[src/rtl/ram64_pkg.sv]
// Shared word/depth constants and the gate-library select primitives (DMUX8WAY,
// MUX8WAY16) used by every RAM stage from RAM8 up through RAM4K.
package ram64_pkg;
  localparam int WORD_WIDTH      = 16;
  localparam int RAM8_DEPTH      = 8;
  localparam int RAM8_ADDR_BITS  = 3;
  localparam int RAM64_ADDR_BITS = 6;

  typedef logic [WORD_WIDTH-1:0] word_t;
  typedef word_t [RAM8_DEPTH-1:0] word8_t;

  // DMUX8WAY: route a single load onto the selected one of eight lines.
  // When load is low every line is low, whatever the select is.
  function automatic logic [RAM8_DEPTH-1:0] dmux8way(
    input logic                      load,
    input logic [RAM8_ADDR_BITS-1:0] sel
  );
    logic [RAM8_DEPTH-1:0] lines;
    lines = '0;
    for (int i = 0; i < RAM8_DEPTH; i++) begin
      lines[i] = load & (sel == i[RAM8_ADDR_BITS-1:0]);
    end
    return lines;
  endfunction

  // MUX8WAY16: pick one of eight words.
  function automatic word_t mux8way16(
    input word8_t                    words,
    input logic [RAM8_ADDR_BITS-1:0] sel
  );
    return words[sel];
  endfunction
endpackage

[src/rtl/ram64_ram8.sv]
// Eight-word by 16-bit storage bank: per-word enabled registers with async clear,
// load demuxed by ADDRESS and read word selected combinationally by ADDRESS.
module ram8_reg16
  import ram64_pkg::*;
(
  input  logic  CLK,
  input  logic  RST_N,
  input  word_t IN,
  input  logic  LOAD,
  output word_t OUT
);
  word_t data_q;
  word_t data_d;

  always_comb begin
    data_d = data_q;
    if (LOAD) begin
      data_d = IN;
    end
  end

  always_ff @(posedge CLK or negedge RST_N) begin
    if (!RST_N) begin
      data_q <= '0;
    end else begin
      data_q <= data_d;
    end
  end

  assign OUT = data_q;
endmodule

module ram8
  import ram64_pkg::*;
(
  input  logic                      CLK,
  input  logic                      RST_N,
  input  logic [WORD_WIDTH-1:0]     IN,
  input  logic                      LOAD,
  input  logic [RAM8_ADDR_BITS-1:0] ADDRESS,
  output logic [WORD_WIDTH-1:0]     OUT
);
  logic [RAM8_DEPTH-1:0] word_load;
  word8_t                word_out;

  assign word_load = dmux8way(LOAD, ADDRESS);

  generate
    for (genvar gi = 0; gi < RAM8_DEPTH; gi++) begin : g_word
      ram8_reg16 u_reg (
        .CLK  (CLK),
        .RST_N(RST_N),
        .IN   (IN),
        .LOAD (word_load[gi]),
        .OUT  (word_out[gi])
      );
    end
  endgenerate

  assign OUT = mux8way16(word_out, ADDRESS);
endmodule

[src/rtl/ram64.sv]
// Sixty-four-word by 16-bit RAM: eight RAM8 banks, load routed to the bank chosen
// by ADDRESS[5:3] and the same bits select which bank drives OUT.
module ram64
  import ram64_pkg::*;
(
  input  logic                       CLK,
  input  logic                       RST_N,
  input  logic [WORD_WIDTH-1:0]      IN,
  input  logic                       LOAD,
  input  logic [RAM64_ADDR_BITS-1:0] ADDRESS,
  output logic [WORD_WIDTH-1:0]      OUT
);
  logic [RAM8_ADDR_BITS-1:0] bank_sel;
  logic [RAM8_ADDR_BITS-1:0] word_sel;
  logic [RAM8_DEPTH-1:0]     bank_load;
  word8_t                    bank_out;

  assign bank_sel  = ADDRESS[RAM64_ADDR_BITS-1:RAM8_ADDR_BITS];
  assign word_sel  = ADDRESS[RAM8_ADDR_BITS-1:0];
  assign bank_load = dmux8way(LOAD, bank_sel);

  generate
    for (genvar gi = 0; gi < RAM8_DEPTH; gi++) begin : g_bank
      ram8 u_bank (
        .CLK    (CLK),
        .RST_N  (RST_N),
        .IN     (IN),
        .LOAD   (bank_load[gi]),
        .ADDRESS(word_sel),
        .OUT    (bank_out[gi])
      );
    end
  endgenerate

  assign OUT = mux8way16(bank_out, bank_sel);
endmodule

[config.mk]
export PLATFORM = sky130hd
export DESIGN_NAME = ram64
export DESIGN_NICKNAME = d
export VERILOG_FILES = /design/src/rtl/ram64_pkg.sv /design/src/rtl/ram64_ram8.sv /design/src/rtl/ram64.sv
export SDC_FILE = /design/constraint.sdc
export NUM_CORES = 2
export LEC_CHECK = 0
export BUFFER_PORTS_ARGS = -buffer_cell sky130_fd_sc_hd__buf_2
export CAP_MARGIN = 15
export CORE_MARGIN = 2
export CORE_UTILIZATION = 45
export CTS_BUF_LIST = sky130_fd_sc_hd__clkbuf_16
export CTS_CLUSTER_SIZE = 8
export DETAILED_ROUTE_END_ITERATION = 7
export GPL_TIMING_DRIVEN = 0
export PLACE_DENSITY = 0.6
export SYNTH_ARGS = -nofsm -noshare
export SYNTH_HDL_FRONTEND = slang
export SYNTH_SLANG_ARGS = --single-unit
[constraint.sdc]
create_clock -name CLK -period 6.7 [get_ports CLK]
set_input_delay 1.34 -clock CLK [delete_from_list [all_inputs] [get_ports CLK]]
set_output_delay 1.34 -clock CLK [all_outputs]
set_load 0.01 [all_outputs]
==> impl_metrics.ini <==
[cts]
numCtsBuffers = 146
cts_hold_buf = 0
cts_tree = done
root_buffer = clkbuf_16
ctsHtreeMaxLevel = 4
path_clk_slew_ns = 0.05
postCtsResizedCells = 0
post_cts_buffers = 0
clock_sinks = 1024
clock_path_buffers = 3
clock_latency_ns = 0.74

[critical_path]
worst_path_largest_cell_delay_ns = 0.86
crit_top_cell = buf_2
critPathKind = primary input to output port
regToRegSetupSlack_ns = 5.90
cpMaxStageDelayCell = clkbuf_1
path_buf_inv = 6
crit_fanout = 10
cp_cell_sequence = buf_2 > buf_2 > buf_2 > buf_2 > clkbuf_1 > a221oi_1 > a31oi_1 > buf_2
path_delay_family = buffers and inverters
critPathCaptureType = output port
worstPathArrival_ns = 5.19
startpoint_type = primary input
required_ns = 5.36

[sta]
fmax_mhz = 153
period_minus_slack_ns = 6.53
whs_ns = 0.471
post-route-period-util_pct = 97.4
drv_slew = 0
final-hold-violation-count = 0
relSlewSlack_pct = 5.17
finalSetupViolations = 0
fin_skew_ns = 0
rsz0062_at_grt = false
fin_ws_ns = 0.174
worst_pin_slew_ns = 1.42

[floorplan]
start_util_pct = 45.5
fp.dieW_um = 328
die_h_um = 328
rows = 118
die_area_um2 = 108000
fp.coreArea_um2 = 104000
ioPinCount = 41

[routing]
num_vias = 29200
ant_nets = 0
routed_via_density = 6.38
firstDrtPassIters = 5
drt_iter0_markers = 2464
wl_um = 165000
wire_per_inst_um = 36.2
drc = 0

[final_layout]
regArea_um2 = 25600
drive_above_1_share_pct = 53.8
largest_register_ffs = 1024
final_nets = 3201
syn_to_final_growth_pct = 12.9
final_cells = 4574
multi_input_area_um2 = 20100
nFillCells = 8527
final_core_utilization_pct = 51.4

[synth]
ys_ff_latch = 1024
ys_top_cells_by_count = mux2_2 (1055), dfrtp_1 (1024), mux4_2 (247)
yosysTopAreaCellShare_pct = 54.2
syn_inst = 2991
synth_area_um2 = 47200
yosysWarnings = 0
synth.most_common_cell = mux2_2
synth_cell_types = 59
yosysSeqAreaShare_pct = 54.2
ys_async_sr_fraction_pct = 100
syn_avg_cell_area_um2 = 15.8
ys.flop_type = dfrtp_1
synth_nets = 3016
synth.largest_area_cell = dfrtp_1
synth.area.top_cells = dfrtp_1 (54%), mux2_2 (25%), mux4_2 (12%), mux2i_1 (1.3%), clkbuf_1 (0.95%)
synth_edf_count = 0

[pwr]
clkPwrFrac_pct = 40.4
p_int_mw = 12.1
pwr-share-comb_pct = 13.9
ir_drop_mv = 0.251
switchingPower_mw = 4.17
p_per_area_nw_per_um2 = 305
p_leak_nw = 24.4
p_sw_share_pct = 25.7
share_seq_of_total_power_pct = 45.8

[global_route]
grt_overflow = 0
grt_pass1_vias = 31400
grt_pass1_wl_um = 234000
grt_use_total_pct = 31.2
grt_start_max_net_pins = 129
antenna_found_initial = 3

[place]
dp_hpwl_um = 114000
port_buffers = 20
place_congestion = 0.941
post-place-ws_ns = -0.138
place_inst = 4408

[outcome]
outcome = completed

[flow_run]
drv_cap = 0

[worst_hold_path]
holdCritPathClass = primary input to async pin
## kinds of logic (layout without fill, tap and decap cells)
kind of cell | count (synthesis) | in the layout | share of synthesized area [%]
other | 0 | 2 | 0
muxes | 1368 | 1368 | 38.4
DFF | 1024 | 1024 | 54.2
and+or+nand+nor | 167 | 167 | 2.00
buffers and inverters | 289 | 490 | 3.29
AOI/OAI and AO/OA | 143 | 143 | 2.08
## power groups by stage
| stage | registers (mW) | clock network, mW | logic (mW) |
|---|---|---|---|
| finish | 7.44 | 6.56 | 2.25 |
| floorplan | 7.36 | 0 | 1.50 |
| detailed placement | 7.52 | 0 | 2.24 |
| CTS | 7.42 | 6.64 | 2.25 |
| global route | 7.51 | 6.90 | 2.37 |
| global placement | 7.46 | 0 | 2.14 |
## layout by cell type, fill, tap and decap left out, types with 4 or more instances in the layout
cell type  count
clkbuf_1     116
buf_1         17
a31oi_1        5
dfrtp_1     1024
a22o_1        15
mux4_2       247
buf_16        10
nor2_4         4
nand3b_1       6
nand2b_1       4
o22ai_1       10
inv_1          6
mux2i_1       62
nand3_1        6
nor2b_1        9
buf_2         93
nor3_1         6
clkbuf_16    149
buf_4         55
buf_6         18
o211ai_1       8
inv_6          9
nor2_2        44
nand2_2        8
a221oi_1      14
mux2_2      1055
a22oi_1       11
nor2_1        16
buf_8          8
o21ai_0       29
a21oi_1       27
a211oi_1       5
nand2_1       44
## metal layers
layer / part of all wire (%) / global-route usage [%] / up-vias
li1: - / - / 11500
met1: 41 / 41.1 / 16100
met2: 46 / 47.9 / 1233
met3: 8.1 / 8.42 / 380
met4: 5.0 / 15.0 / 2
met5: 0.0079 / 0 / -
## final timing paths
check,cells after the start,startpoint,end
min reg2reg,1,g_bank[7].u_bank.g_word[1].u_reg.OUT[7],g_bank[7].u_bank.g_word[1].u_reg.OUT[7]
max reg2reg,1,g_bank[7].u_bank.g_word[1].u_reg.OUT[6],g_bank[7].u_bank.g_word[1].u_reg.OUT[6]
min in group CLK,1,g_bank[7].u_bank.g_word[1].u_reg.OUT[7],g_bank[7].u_bank.g_word[1].u_reg.OUT[7]
min,1,RST_N,g_bank[6].u_bank.g_word[4].u_reg.OUT[13]
max,8,ADDRESS[3],OUT[4]
max in group asynchronous,4,RST_N,g_bank[1].u_bank.g_word[6].u_reg.OUT[3]
## final cells by class
class	count	area share (%)
diodes	2	0.00938
inverters	5	0.0352
clock buffers	149	6.99
clock inverters	15	0.277
flip-flops and latches	1024	48.0
repair buffers	38	0.919
plain buffers	283	2.88
multi-input cells	1678	37.6
well taps	1380	3.24
## per-stage QoR
step                      setup TNS, ns  total power [mW]  cell area (um^2)
final                                 0              16.3             53300
after global placement                -              9.60             49100
after floorplan                       0              8.86             47200
after CTS                             0              16.3             53300
after global routing                  0              16.8             53300
after detailed placement         -0.263              9.76             49500
Note: power is estimated with default switching activity, not from simulation.
